<file path="config.mk">
export PLATFORM = sky130hd
export DESIGN_NAME = mem_wb_elastic_reg_flat
export DESIGN_NICKNAME = d
export VERILOG_FILES = /design/src/rtl/mem_wb_elastic_reg_if.sv /design/src/rtl/mem_wb_elastic_reg.sv /design/src/flat_wrapper.sv
export SDC_FILE = /design/constraint.sdc
export NUM_CORES = 1
export LEC_CHECK = 0
export CAP_MARGIN = 25
export CORE_ASPECT_RATIO = 0.5
export CORE_MARGIN = 4
export CORE_UTILIZATION = 40
export DETAILED_ROUTE_END_ITERATION = 16
export MAX_ROUTING_LAYER = met4
export PLACE_DENSITY = 0.79
export SLEW_MARGIN = 40
export SYNTH_ARGS = -nofsm -noshare
export SYNTH_HDL_FRONTEND = slang
export SYNTH_SLANG_ARGS = --single-unit
</file>
<file path="constraint.sdc">
create_clock -name clk -period 3.1 [get_ports clk]
set_clock_uncertainty 0.1 [all_clocks]
set_input_delay 0.62 -clock clk [delete_from_list [all_inputs] [get_ports clk]]
set_output_delay 0.62 -clock clk [all_outputs]
set_load 0.03 [all_outputs]
</file>
<file path="src/rtl/mem_wb_elastic_reg_if.sv">
// MEM/WB handshake bundle: MEM-side producer fields plus WB-side consumer fields.
interface mem_wb_elastic_reg_if #(
  parameter int DATA_W     = 32,
  parameter int REG_ADDR_W = 5
);
  // MEM stage -> register
  logic                  in_valid;
  logic                  in_ready;
  logic                  RegWrite;
  logic                  MemtoReg;
  logic [DATA_W-1:0]     ALUresult;
  logic [DATA_W-1:0]     readData;
  logic [REG_ADDR_W-1:0] writeReg;

  // register -> WB stage
  logic                  out_valid;
  logic                  out_ready;
  logic                  RegWriteOut;
  logic                  MemtoRegOut;
  logic [DATA_W-1:0]     ALUresultOut;
  logic [DATA_W-1:0]     readDataOut;
  logic [REG_ADDR_W-1:0] writeRegOut;
  logic [DATA_W-1:0]     wbDataOut;

  // The pipeline register itself
  modport slave (
    input  in_valid, RegWrite, MemtoReg, ALUresult, readData, writeReg, out_ready,
    output in_ready, out_valid, RegWriteOut, MemtoRegOut, ALUresultOut,
           readDataOut, writeRegOut, wbDataOut
  );

  // The surrounding pipeline (MEM producer and WB consumer)
  modport master (
    output in_valid, RegWrite, MemtoReg, ALUresult, readData, writeReg, out_ready,
    input  in_ready, out_valid, RegWriteOut, MemtoRegOut, ALUresultOut,
           readDataOut, writeRegOut, wbDataOut
  );
endinterface

</file>
<file path="src/rtl/mem_wb_elastic_reg.sv">
// MEM/WB elastic pipeline register with valid/ready handshake, flush,
// optional two-entry skid buffer and register-0 write suppression.
module mem_wb_elastic_reg #(
  parameter int DATA_W     = 32,
  parameter int REG_ADDR_W = 5,
  parameter bit SKID       = 1'b1,
  parameter bit ZERO_GUARD = 1'b1
) (
  input  logic                  clk,
  input  logic                  rst,
  input  logic                  flush,
  mem_wb_elastic_reg_if.slave   bus
);

  typedef struct packed {
    logic                  regwrite;
    logic                  memtoreg;
    logic [DATA_W-1:0]     alu;
    logic [DATA_W-1:0]     rdata;
    logic [REG_ADDR_W-1:0] wreg;
  } entry_t;

  typedef enum logic [1:0] {
    S_EMPTY = 2'd0,
    S_ONE   = 2'd1,
    S_TWO   = 2'd2
  } state_t;

  state_t r_state;
  logic   r_vld_p1;
  logic   r_in_ready;
  entry_t r_main_p1;
  entry_t r_skid_p1;

  entry_t w_in_entry;
  logic   w_in_ready;
  logic   w_acc;
  logic   w_con;
  logic   w_zero_dst;

  assign w_in_entry = '{regwrite: bus.RegWrite,
                        memtoreg: bus.MemtoReg,
                        alu:      bus.ALUresult,
                        rdata:    bus.readData,
                        wreg:     bus.writeReg};

  // With the skid entry, ready comes straight from a flop so the MEM stage
  // sees no combinational path from out_ready; without it, ready must look
  // through to the consumer to keep single-entry throughput.
  assign w_in_ready = SKID ? (!rst & r_in_ready)
                           : (!rst & (!r_vld_p1 | bus.out_ready));

  assign w_acc = bus.in_valid & w_in_ready;
  assign w_con = r_vld_p1 & bus.out_ready;

  // Occupancy FSM: main entry drives the outputs, skid catches the one
  // extra entry accepted while WB stalls; flush discards both.
  always_ff @(posedge clk) begin
    if (rst) begin
      r_state    <= S_EMPTY;
      r_vld_p1   <= 1'b0;
      r_in_ready <= 1'b1;
      r_main_p1  <= '0;
      r_skid_p1  <= '0;
    end else if (flush) begin
      r_state    <= S_EMPTY;
      r_vld_p1   <= 1'b0;
      r_in_ready <= 1'b1;
    end else begin
      case (r_state)
        S_EMPTY: begin
          if (w_acc) begin
            r_main_p1 <= w_in_entry;
            r_state   <= S_ONE;
            r_vld_p1  <= 1'b1;
          end
        end
        S_ONE: begin
          if (w_acc && w_con) begin
            r_main_p1 <= w_in_entry;
          end else if (w_acc) begin
            // only reachable with SKID=1: WB stalled, park the newcomer
            r_skid_p1  <= w_in_entry;
            r_state    <= S_TWO;
            r_in_ready <= 1'b0;
          end else if (w_con) begin
            r_state  <= S_EMPTY;
            r_vld_p1 <= 1'b0;
          end
        end
        S_TWO: begin
          if (w_con) begin
            r_main_p1  <= r_skid_p1;
            r_state    <= S_ONE;
            r_in_ready <= 1'b1;
          end
        end
        default: begin
          r_state    <= S_EMPTY;
          r_vld_p1   <= 1'b0;
          r_in_ready <= 1'b1;
        end
      endcase
    end
  end

  // Write-back view: gated write enable and the data mux over held fields
  assign w_zero_dst      = ZERO_GUARD & (r_main_p1.wreg == '0);
  assign bus.in_ready    = w_in_ready;
  assign bus.out_valid   = r_vld_p1;
  assign bus.RegWriteOut = r_vld_p1 & r_main_p1.regwrite & !w_zero_dst;
  assign bus.MemtoRegOut = r_main_p1.memtoreg;
  assign bus.ALUresultOut = r_main_p1.alu;
  assign bus.readDataOut = r_main_p1.rdata;
  assign bus.writeRegOut = r_main_p1.wreg;
  assign bus.wbDataOut   = r_main_p1.memtoreg ? r_main_p1.rdata : r_main_p1.alu;

endmodule

</file>
<file path="src/flat_wrapper.sv">
// flat-port wrapper written by rule: the top's interface ports become plain ports
module mem_wb_elastic_reg_flat 
#(
  parameter int DATA_W     = 32,
  parameter int REG_ADDR_W = 5,
  parameter bit SKID       = 1'b1,
  parameter bit ZERO_GUARD = 1'b1
)
  (clk, rst, flush, bus_in_valid, bus_RegWrite, bus_MemtoReg, bus_ALUresult, bus_readData, bus_writeReg, bus_out_ready, bus_in_ready, bus_out_valid, bus_RegWriteOut, bus_MemtoRegOut, bus_ALUresultOut, bus_readDataOut, bus_writeRegOut, bus_wbDataOut);
  mem_wb_elastic_reg_if #(.DATA_W(DATA_W), .REG_ADDR_W(REG_ADDR_W)) bus_i ();
  input  logic clk;
  input  logic rst;
  input  logic flush;
  input wire logic [$bits(bus_i.in_valid)-1:0] bus_in_valid;
  input wire logic [$bits(bus_i.RegWrite)-1:0] bus_RegWrite;
  input wire logic [$bits(bus_i.MemtoReg)-1:0] bus_MemtoReg;
  input wire logic [$bits(bus_i.ALUresult)-1:0] bus_ALUresult;
  input wire logic [$bits(bus_i.readData)-1:0] bus_readData;
  input wire logic [$bits(bus_i.writeReg)-1:0] bus_writeReg;
  input wire logic [$bits(bus_i.out_ready)-1:0] bus_out_ready;
  output wire logic [$bits(bus_i.in_ready)-1:0] bus_in_ready;
  output wire logic [$bits(bus_i.out_valid)-1:0] bus_out_valid;
  output wire logic [$bits(bus_i.RegWriteOut)-1:0] bus_RegWriteOut;
  output wire logic [$bits(bus_i.MemtoRegOut)-1:0] bus_MemtoRegOut;
  output wire logic [$bits(bus_i.ALUresultOut)-1:0] bus_ALUresultOut;
  output wire logic [$bits(bus_i.readDataOut)-1:0] bus_readDataOut;
  output wire logic [$bits(bus_i.writeRegOut)-1:0] bus_writeRegOut;
  output wire logic [$bits(bus_i.wbDataOut)-1:0] bus_wbDataOut;
  assign bus_i.in_valid = bus_in_valid;
  assign bus_i.RegWrite = bus_RegWrite;
  assign bus_i.MemtoReg = bus_MemtoReg;
  assign bus_i.ALUresult = bus_ALUresult;
  assign bus_i.readData = bus_readData;
  assign bus_i.writeReg = bus_writeReg;
  assign bus_i.out_ready = bus_out_ready;
  assign bus_in_ready = bus_i.in_ready;
  assign bus_out_valid = bus_i.out_valid;
  assign bus_RegWriteOut = bus_i.RegWriteOut;
  assign bus_MemtoRegOut = bus_i.MemtoRegOut;
  assign bus_ALUresultOut = bus_i.ALUresultOut;
  assign bus_readDataOut = bus_i.readDataOut;
  assign bus_writeRegOut = bus_i.writeRegOut;
  assign bus_wbDataOut = bus_i.wbDataOut;
  mem_wb_elastic_reg #(.DATA_W(DATA_W), .REG_ADDR_W(REG_ADDR_W), .SKID(SKID), .ZERO_GUARD(ZERO_GUARD)) u_core (.clk(clk), .rst(rst), .flush(flush), .bus(bus_i));
endmodule
</file>
==> results of run 1 <==
[routing by layer]
metal	up-vias	GRT usage	wire, µm	part of all wire
met1	2842	0.227	8250	0.44
met5	-	-	0	0
met4	0	0.0692	329	0.018
met2	135	0.316	9350	0.50
li1	2856	-	-	-
met3	22	0.0366	811	0.043
[area by class of cell]
type	instances	area (µm²)	share of cell area
multi-input cells	489	3270	0.360
flip-flops and latches	146	2920	0.322
repair buffers	193	2000	0.220
clock buffers	20	447	0.0492
well taps	234	293	0.0323
clock inverters	12	135	0.0149
inverters	2	7.51	0.000827
[cell families (layout without fill, tap and decap cells)]
logic type,after synthesis,count (layout),share of synthesized area
compound gates,222,222,0.211
simple gates,163,163,0.0965
flops,146,146,0.414
buf+inv,143,227,0.126
mux,104,104,0.153
[per-stage QoR]
stage | hold WS, ns | setup slack, ns | total power [mW] | instance area (µm²)
global placement | 0.341 | 0.522 | 2.68 | 8490
detailed placement | 0.346 | 0.412 | 2.70 | 8490
finish | 0.353 | 0.182 | 4.65 | 9080
global route | 0.366 | 0.0968 | 4.82 | 9080
CTS | 0.354 | 0.158 | 4.69 | 9070
floorplan | 0.336 | 0.851 | 2.44 | 7070
[power by group through the flow]
| stage | combinational [mW] | sequential [mW] | clock [mW] |
|---|---|---|---|
| 6_report | 0.663 | 1.99 | 2.00 |
| 5_1_grt | 0.701 | 2.00 | 2.12 |
| 2_1_floorplan | 0.427 | 2.01 | 0 |
| 3_3_place_gp | 0.652 | 2.03 | 0 |
| 3_5_place_dp | 0.664 | 2.03 | 0 |
| 4_1_cts | 0.666 | 1.99 | 2.03 |
[state kept, by name, indices dropped and copies added (netlist names)]
register                 cells
u_core.bus.ALUresultOut     32
u_core.bus.MemtoRegOut       1
u_core.bus.out_valid         1
u_core.bus.readDataOut      32
u_core.bus.writeRegOut       5
u_core.r_in_ready            1
u_core.r_main_p1             1
u_core.r_skid_p1            71
u_core.r_state               2
[critical path, cell delays in order, from the launching register on]
cell and delay (ns):
sky130_fd_sc_hd__dfxtp_2 0.58, sky130_fd_sc_hd__buf_12 0.23, sky130_fd_sc_hd__mux2_2 0.35, sky130_fd_sc_hd__clkdlybuf4s50_1 0.63
[how the worst min path moves through the flow]
stage	start	endpoint	slack, ns
after floorplan	u_core.r_skid_p1[0]	u_core.r_skid_p1[0]	0.34
after global placement	u_core.r_skid_p1[49]	u_core.r_skid_p1[49]	0.34
after detailed placement	u_core.r_skid_p1[67]	u_core.r_skid_p1[67]	0.35
after CTS	u_core.r_skid_p1[16]	u_core.r_skid_p1[16]	0.35
after global routing	u_core.r_skid_p1[40]	u_core.r_skid_p1[40]	0.37
final	u_core.r_skid_p1[17]	u_core.r_skid_p1[17]	0.35
[synth_stat cells]
master / n / area (µm²)
sky130_fd_sc_hd__a211oi_4: 1 / 20.0
sky130_fd_sc_hd__clkbuf_2: 6 / 30.0
sky130_fd_sc_hd__inv_1: 1 / 3.75
sky130_fd_sc_hd__nor3_4: 1 / 16.3
sky130_fd_sc_hd__nor2b_1: 1 / 6.26
sky130_fd_sc_hd__inv_2: 1 / 3.75
sky130_fd_sc_hd__dfxtp_1: 146 / 2920
sky130_fd_sc_hd__nor2_1: 4 / 15.0
sky130_fd_sc_hd__nand4bb_4: 1 / 27.5
sky130_fd_sc_hd__or3_1: 2 / 12.5
sky130_fd_sc_hd__o21a_1: 1 / 7.51
sky130_fd_sc_hd__buf_2: 29 / 145
sky130_fd_sc_hd__nand3b_1: 1 / 7.51
sky130_fd_sc_hd__and3_1: 1 / 6.26
sky130_fd_sc_hd__buf_4: 76 / 571
sky130_fd_sc_hd__nor3_2: 1 / 10.0
sky130_fd_sc_hd__o311a_1: 72 / 721
sky130_fd_sc_hd__clkbuf_1: 27 / 101
sky130_fd_sc_hd__o21ai_1: 11 / 55.1
sky130_fd_sc_hd__mux2i_1: 72 / 721
sky130_fd_sc_hd__a21bo_2: 1 / 10.0
sky130_fd_sc_hd__nand2_1: 146 / 548
sky130_fd_sc_hd__mux2_2: 32 / 360
sky130_fd_sc_hd__nand2b_1: 2 / 12.5
sky130_fd_sc_hd__nor4bb_1: 1 / 10.0
sky130_fd_sc_hd__nor3_1: 1 / 5.00
sky130_fd_sc_hd__a21oi_1: 75 / 375
sky130_fd_sc_hd__nand3_1: 1 / 5.00
sky130_fd_sc_hd__o21ai_0: 61 / 305
sky130_fd_sc_hd__buf_6: 3 / 33.8
==> out/qor.csv, run 1 <==
metric;value;unit
number of H-tree branching levels;4;
utilization after layout;0.523;
clock input transition at the sequential cells of the worst setup and hold paths;0.06;ns
Pre-Repair DR Iteration Count;5;
Least-Margin Pin Slew;0.710;ns
data arrival time at the worst-slack endpoint;2.20;ns
TritonCTS clock tree;yes;
Syn Area/Cell;9.08;µm²
Max-Slew Margin vs Limit;0.526;
run status;finished, final reports clean;
post-cts resize count;0;
number of sinks driven by the clock tree;146;
number of cells traversed by the worst hold path;2;
maximum VDD drop;0.447;mV
layout cell share with drive strength beyond 1;0.0986;
final worst-path cycle share;0.941;
total of buffers placed on input and output ports;180;
maximum achievable frequency;0.343;GHz
via count;5855;
most common cell after layout, fill and taps aside;sky130_fd_sc_hd__clkdlybuf4s50_1;
antenna viol nets, final;0;
final non-filler cell total;1096;
RD Place Congestion;0.804;
y dimension of the die;102;µm
kind of start point of the critical path;flip-flop;
areal power density over the cells;512;mW/mm²
setup slack on the worst flop-to-flop path;1.10;ns
area of the core;0.0174;mm²
worst min path class;flip-flop to flip-flop;
wire length reported by the detailed router;18.7;mm
clock insertion delay at the later pin of the skew report;0.40;ns
vias in the first global route;5754;
portion of total power attributed to sequential cells;0.428;
number of hold buffers added after CTS;0;
count of final max-slew check failures;0;
global-route wire length before repair;29.7;mm
total congestion overflow after global routing;0;
net switching share of the total power;0.255;
critical path required time;2.38;ns
Area growth, synth to finish;28.4;%
unrepaired setup endpoints after global routing;no;
DRT iter0 DRCs;375;
clock root buffer;sky130_fd_sc_hd__clkbuf_16;
post-detailed-route wirelength per cell;17.1;µm
Seq cells post-synth;146;
drt via density;5.34;
worst setup path startpoint;u_core.bus.MemtoRegOut;
Critical Path Fanout Max;19;
placed insts;1064;
area of the die;0.0200;mm²
maximum number of pins on one net before global-route repair;76;
post-detailed-placement half-perimeter wirelength;12.2;mm
Setup Viol. Count Final;0;
Final Hold Fails;0;
launch instance of the worst register-to-register path;u_core.r_state[1];
Row Count;34;
start-to-end type of the worst setup path;flip-flop to output port;
Sw Pwr;1.18;mW
internal power of the cells;3.46;mW
critical path endpoint;bus_wbDataOut[27];
reg-to-reg critical path endpoint;u_core.bus.readDataOut[18];
part of the power in the clock network;0.429;
number of antenna diodes;0;
count of unique library cells instantiated by Yosys;30;
Synthesized Nets;854;
category of the worst setup path capture point;output port;
logic gate share of total power;0.143;
Initial Util;0.407;
width of the die;196;µm
final layout net count;925;
Max-Cap Viols;0;
initial antenna violation count;0;
yosys synthesis warning count;0;
Static Leakage;3.88;nW
Fin Setup TNS;0;ns
number of cells on the worst reg-to-reg path;5;
most frequent cells in the layout;179 x sky130_fd_sc_hd__clkdlybuf4s50_1, 146 x sky130_fd_sc_hd__nand2_1, 145 x sky130_fd_sc_hd__dfxtp_1, 75 x sky130_fd_sc_hd__a21oi_1;
proportion of synthesized chip area in sequential cells;0.414;
shortest period the worst path allows;2.92;ns
cts bufs inserted;17;
GRT Overall Usage;0.187;
DRC viols;0;
Netlist Area Pre-Place;0.00707;mm²
Ports;181;
cell count after synthesis;778;
Max Root-Sink Buffers;2;
Post CTS Setup Buffer Count;0;
Fillers;1523;
Power figures use the tool's default switching activity.
==> run 2, diff against run 1 <==
--- a/config.mk
+++ b/config.mk
@@ -8,10 +8,10 @@
 export CAP_MARGIN = 25
 export CORE_ASPECT_RATIO = 0.5
 export CORE_MARGIN = 4
-export CORE_UTILIZATION = 40
+export CORE_UTILIZATION = 53
 export DETAILED_ROUTE_END_ITERATION = 16
 export MAX_ROUTING_LAYER = met4
-export PLACE_DENSITY = 0.79
+export PLACE_DENSITY = 0.95
 export SLEW_MARGIN = 40
 export SYNTH_ARGS = -nofsm -noshare
 export SYNTH_HDL_FRONTEND = slang
==> run 2 against run 1 <==
Net effect:
- first-iteration DRC count is 67% higher
- register-to-register slack worse by 0.17 ns
- critical path depth stayed put
- clock-buffer cell count is 3 lower
- flip-flop and latch count stayed put
- sequential power hardly changed
- sequential share of layout area is 0.24 points higher
- utilization is 18 points higher
- setup slack better by 0.19 ns
- via count is 3.9% higher
- hold slack better by 0.0015 ns
- critical path type unchanged
- largest cell class unchanged
==> out/qor.csv, run 2 (synthesized netlist as in run 1, its figures left out) <==
metric;value;unit
Row Count;29;
total congestion overflow after global routing;0;
width of the die;171;µm
Final Hold Fails;0;
Fin Setup TNS;0;ns
launch instance of the worst register-to-register path;u_core.r_state[0];
post-detailed-route wirelength per cell;19.1;µm
Max-Slew Margin vs Limit;0.580;
placed insts;1001;
net switching share of the total power;0.273;
TritonCTS clock tree;yes;
portion of total power attributed to sequential cells;0.427;
global-route wire length before repair;30.5;mm
area of the die;0.0154;mm²
critical-path cell list;buf_12 -> mux2_2 -> clkdlybuf4s50_1;
clock insertion delay at the later pin of the skew report;0.41;ns
layout cell share with drive strength beyond 1;0.102;
DRC viols;0;
final non-filler cell total;1033;
count of final max-slew check failures;0;
Pre-Repair DR Iteration Count;5;
drt via density;5.89;
via count;6084;
number of cells on the worst reg-to-reg path;5;
category of the worst setup path capture point;output port;
worst setup path startpoint;u_core.bus.MemtoRegOut;
unrepaired setup endpoints after global routing;no;
cts bufs inserted;17;
wire length reported by the detailed router;19.8;mm
post-cts resize count;0;
GRT Overall Usage;0.257;
CP max stage cell;sky130_fd_sc_hd__clkdlybuf4s50_1;
critical path required time;2.38;ns
number of antenna diodes;0;
Largest register FFs;71;
start-to-end type of the worst setup path;flip-flop to output port;
Post CTS Setup Buffer Count;0;
Area growth, synth to finish;27.5;%
worst min path class;flip-flop to flip-flop;
critical hold path startpoint;u_core.r_skid_p1[38];
number of sinks driven by the clock tree;146;
Max-Cap Viols;0;
y dimension of the die;89.7;µm
total of buffers placed on input and output ports;180;
area of the core;0.0128;mm²
run status;finished, final reports clean;
antenna viol nets, final;0;
post-detailed-placement half-perimeter wirelength;12.4;mm
logic gate share of total power;0.145;
Critical Path Fanout Max;32;
maximum achievable frequency;0.366;GHz
most common cell after layout, fill and taps aside;sky130_fd_sc_hd__clkdlybuf4s50_1;
Setup Viol. Count Final;0;
Static Leakage;3.89;nW
clock root buffer;sky130_fd_sc_hd__clkbuf_16;
maximum number of pins on one net before global-route repair;82;
Reg with most FFs;u_core.r_skid_p1;
kind of start point of the critical path;flip-flop;
final layout net count;926;
Ports;181;
Max Root-Sink Buffers;2;
initial antenna violation count;0;
most frequent cells in the layout;179 x sky130_fd_sc_hd__clkdlybuf4s50_1, 146 x sky130_fd_sc_hd__nand2_1, 145 x sky130_fd_sc_hd__dfxtp_1, 75 x sky130_fd_sc_hd__a21oi_1;
number of hold buffers added after CTS;0;
vias in the first global route;5899;
utilization after layout;0.701;
DRT iter0 DRCs;626;
areal power density over the cells;517;mW/mm²
maximum VDD drop;0.541;mV
internal power of the cells;3.38;mW
shortest period the worst path allows;2.73;ns
RD Place Congestion;0.873;
Initial Util;0.550;
Fillers;876;
CP max stage delay;0.62;ns
Least-Margin Pin Slew;0.630;ns
data arrival time at the worst-slack endpoint;2.01;ns
part of the power in the clock network;0.427;
number of cells traversed by the worst hold path;2;
clock input transition at the sequential cells of the worst setup and hold paths;0.07;ns
number of H-tree branching levels;4;
Sw Pwr;1.27;mW
final worst-path cycle share;0.881;
run 2: layout make-up:
class                   instances  area (µm²)  share of cell area
clock buffers                  17         425              0.0472
well taps                     170         213              0.0236
clock inverters                15         150              0.0167
flip-flops and latches        146        2920               0.325
repair buffers                194        2020               0.224
inverters                       2        7.51            0.000833
multi-input cells             489        3270               0.363
run 2: stage by stage:
step | instance area (µm²) | setup WS [ns] | hold WS [ns] | total power [mW]
floorplan | 7070 | 0.851 | 0.336 | 2.44
global placement | 8430 | 0.509 | 0.340 | 2.68
detailed placement | 8430 | 0.429 | 0.346 | 2.70
CTS | 9010 | 0.364 | 0.354 | 4.67
global route | 9010 | 0.296 | 0.374 | 4.81
finish | 9010 | 0.370 | 0.354 | 4.66
run 2: worst max-delay path: cells and delay by family (launching register included):
family	cells	cell delay (ns)
buffers and inverters	2	0.85
DFF	1	0.38
muxes	1	0.37
run 2: power groups by stage:
stage	Combinational [mW]	Sequential [mW]	Clock [mW]
after floorplan	0.427	2.01	0
after global placement	0.652	2.03	0
after detailed placement	0.668	2.03	0
after CTS	0.675	1.99	2.01
after global routing	0.711	1.99	2.10
final	0.676	1.99	1.99
run 2: final timing paths:
| kind | end | slack (ns) |
|---|---|---|
| max | bus_wbDataOut[5] | 0.37 |
| min | u_core.r_skid_p1[38] | 0.35 |
| max reg2reg | u_core.bus.readDataOut[4] | 0.93 |
| min reg2reg | u_core.r_skid_p1[38] | 0.35 |
run 2: per-layer routing:
layer  vias up  track usage  part of all wire
met4         0        0.124             0.041
met3        63       0.0507             0.056
li1       2848            -                 -
met2       262        0.429              0.49
met1      2911        0.306              0.42
met5         -            -                 0
==> run 3, diff against run 2 <==
--- a/config.mk
+++ b/config.mk
@@ -11,7 +11,7 @@
 export CORE_UTILIZATION = 53
 export DETAILED_ROUTE_END_ITERATION = 16
 export MAX_ROUTING_LAYER = met4
-export PLACE_DENSITY = 0.95
+export PLACE_DENSITY = 0.83
 export SLEW_MARGIN = 40
 export SYNTH_ARGS = -nofsm -noshare
 export SYNTH_HDL_FRONTEND = slang
==> constraint.sdc (replaced) <==
create_clock -name clk -period 3.5 [get_ports clk]
set_clock_uncertainty 0.1 [all_clocks]
set_input_delay 0.7 -clock clk [delete_from_list [all_inputs] [get_ports clk]]
set_output_delay 0.7 -clock clk [all_outputs]
set_load 0.03 [all_outputs]
==> run 3 against run 2 <==
Net effect:
- flip-flop and latch count stayed put
- non-clock buffer count rose by 10
- via count is 2.3% lower
- sequential power shrank 11%
- largest cell class unchanged
==> out/qor.csv, run 3 (synthesized netlist as in run 1, its figures left out) <==
metric;value;unit
run status;finished, final reports clean;
kind of start point of the critical path;flip-flop;
Reg with most FFs;u_core.r_skid_p1;
number of H-tree branching levels;4;
RD Place Congestion;0.849;
maximum achievable frequency;0.345;GHz
Setup Viol. Count Final;0;
clock root buffer;sky130_fd_sc_hd__clkbuf_16;
most frequent cells in the layout;179 x sky130_fd_sc_hd__clkdlybuf4s50_1, 146 x sky130_fd_sc_hd__nand2_1, 145 x sky130_fd_sc_hd__dfxtp_1, 75 x sky130_fd_sc_hd__a21oi_1;
final layout net count;936;
total congestion overflow after global routing;0;
post-cts resize count;0;
CP max stage delay;0.65;ns
clock insertion delay at the later pin of the skew report;0.41;ns
Area growth, synth to finish;28.8;%
antenna viol nets, final;0;
vias in the first global route;5790;
initial antenna violation count;0;
area of the core;0.0128;mm²
total of buffers placed on input and output ports;180;
global-route wire length before repair;29.6;mm
DRT iter0 DRCs;462;
width of the die;171;µm
via count;5947;
Max-Cap Viols;0;
Static Leakage;3.96;nW
setup slack on the worst flop-to-flop path;1.12;ns
worst setup path startpoint;u_core.bus.MemtoRegOut;
placed insts;1011;
number of antenna diodes;0;
Max Root-Sink Buffers;2;
Row Count;29;
Largest register FFs;71;
number of hold buffers added after CTS;0;
Critical Path Fanout Max;34;
cts bufs inserted;17;
maximum number of pins on one net before global-route repair;77;
post-route cell area;0.00910;mm²
portion of total power attributed to sequential cells;0.410;
data arrival time at the worst-slack endpoint;2.10;ns
unrepaired setup endpoints after global routing;no;
most common cell after layout, fill and taps aside;sky130_fd_sc_hd__clkdlybuf4s50_1;
area of the die;0.0154;mm²
post-detailed-placement half-perimeter wirelength;12.4;mm
number of cells on the worst reg-to-reg path;5;
shortest period the worst path allows;2.90;ns
Post CTS Setup Buffer Count;0;
critical-path cell list;mux2_2 -> clkdlybuf4s50_1;
number of sinks driven by the clock tree;146;
final non-filler cell total;1043;
DRC viols;0;
launch instance of the worst register-to-register path;u_core.r_state[0];
Least-Margin Pin Slew;0.771;ns
areal power density over the cells;473;mW/mm²
TritonCTS clock tree;yes;
logic gate share of total power;0.136;
layout cell share with drive strength beyond 1;0.112;
final worst-path cycle share;0.827;
drt via density;5.70;
number of cells traversed by the worst hold path;2;
area of placed instances;0.00846;mm²
critical hold path startpoint;u_core.r_skid_p1[58];
count of final max-slew check failures;0;
Pre-Repair DR Iteration Count;5;
CP max stage cell;sky130_fd_sc_hd__dfxtp_4;
part of the power in the clock network;0.453;
Max-Slew Margin vs Limit;0.486;
Fin Setup TNS;0;ns
GRT Overall Usage;0.247;
Sw Pwr;1.09;mW
Final Hold Fails;0;
Initial Util;0.550;
worst min path class;flip-flop to flip-flop;
post-detailed-route wirelength per cell;17.7;µm
y dimension of the die;89.7;µm
net switching share of the total power;0.252;
maximum VDD drop;0.359;mV
reg-to-reg critical path endpoint;u_core.bus.readDataOut[3];
critical path required time;2.70;ns
Hold Path End;u_core.r_skid_p1[58];
clock input transition at the sequential cells of the worst setup and hold paths;0.06;ns
category of the worst setup path capture point;output port;
wire length reported by the detailed router;18.5;mm
Ports;181;
start-to-end type of the worst setup path;flip-flop to output port;
Worst Hold Margin;0.352;ns
internal power of the cells;3.22;mW
==> run 3: changes by cell type in the layout (fill, tap and decap cells not counted), sizes merged <==
cell / previous run / this run
inv: 8 / 6
clkbuf: 17 / 18
clkinv: 5 / 3
buf: 15 / 25
bufinv: 1 / 4
==> run 3: worst max path at each step <==
stage	endpoint
6_report	bus_wbDataOut[27]
5_1_grt	bus_wbDataOut[16]
4_1_cts	bus_wbDataOut[27]
3_5_place_dp	u_core.bus.ALUresultOut[24]
3_3_place_gp	u_core.bus.readDataOut[3]
2_1_floorplan	bus_wbDataOut[0]
==> run 3: critical path, delay by kind of cell, from the launching register on <==
family | cells | cell delay (ns)
buffers and inverters | 1 | 0.63
flip-flops | 1 | 0.65
multiplexers | 1 | 0.39
==> run 3: final cells by class <==
cell class,instances,area [µm²]
clock buffers,18,439
inverters,2,7.51
clock inverters,14,200
repair buffers,204,2040
fillers,981,3740
flip-flops and latches,146,2930
multi-input cells,489,3270
well taps,170,213
==> run 3: stage by stage <==
stage          total power, mW   util  worst slack, ns
3_5_place_dp              2.39  0.658            0.597
4_1_cts                   4.33  0.708            0.336
6_report                  4.31  0.709            0.605
5_1_grt                   4.45  0.709            0.555
2_1_floorplan             2.16      -             1.17
3_3_place_gp              2.38  0.658            0.653
==> run 3: per-layer routing <==
layer	part of all wire	track usage	up-vias
met5	0	-	-
met4	0.011	0.0590	0
met3	0.050	0.0547	17
met2	0.50	0.427	163
met1	0.44	0.299	2884
li1	-	-	2883
==> run 3: power groups by stage <==
stage          Sequential [mW]  Combinational [mW]  Clock, mW
2_1_floorplan             1.78               0.378          0
3_3_place_gp              1.80               0.575          0
3_5_place_dp              1.80               0.586          0
4_1_cts                   1.77               0.589       1.97
5_1_grt                   1.77               0.621       2.06
6_report                  1.77               0.587       1.95
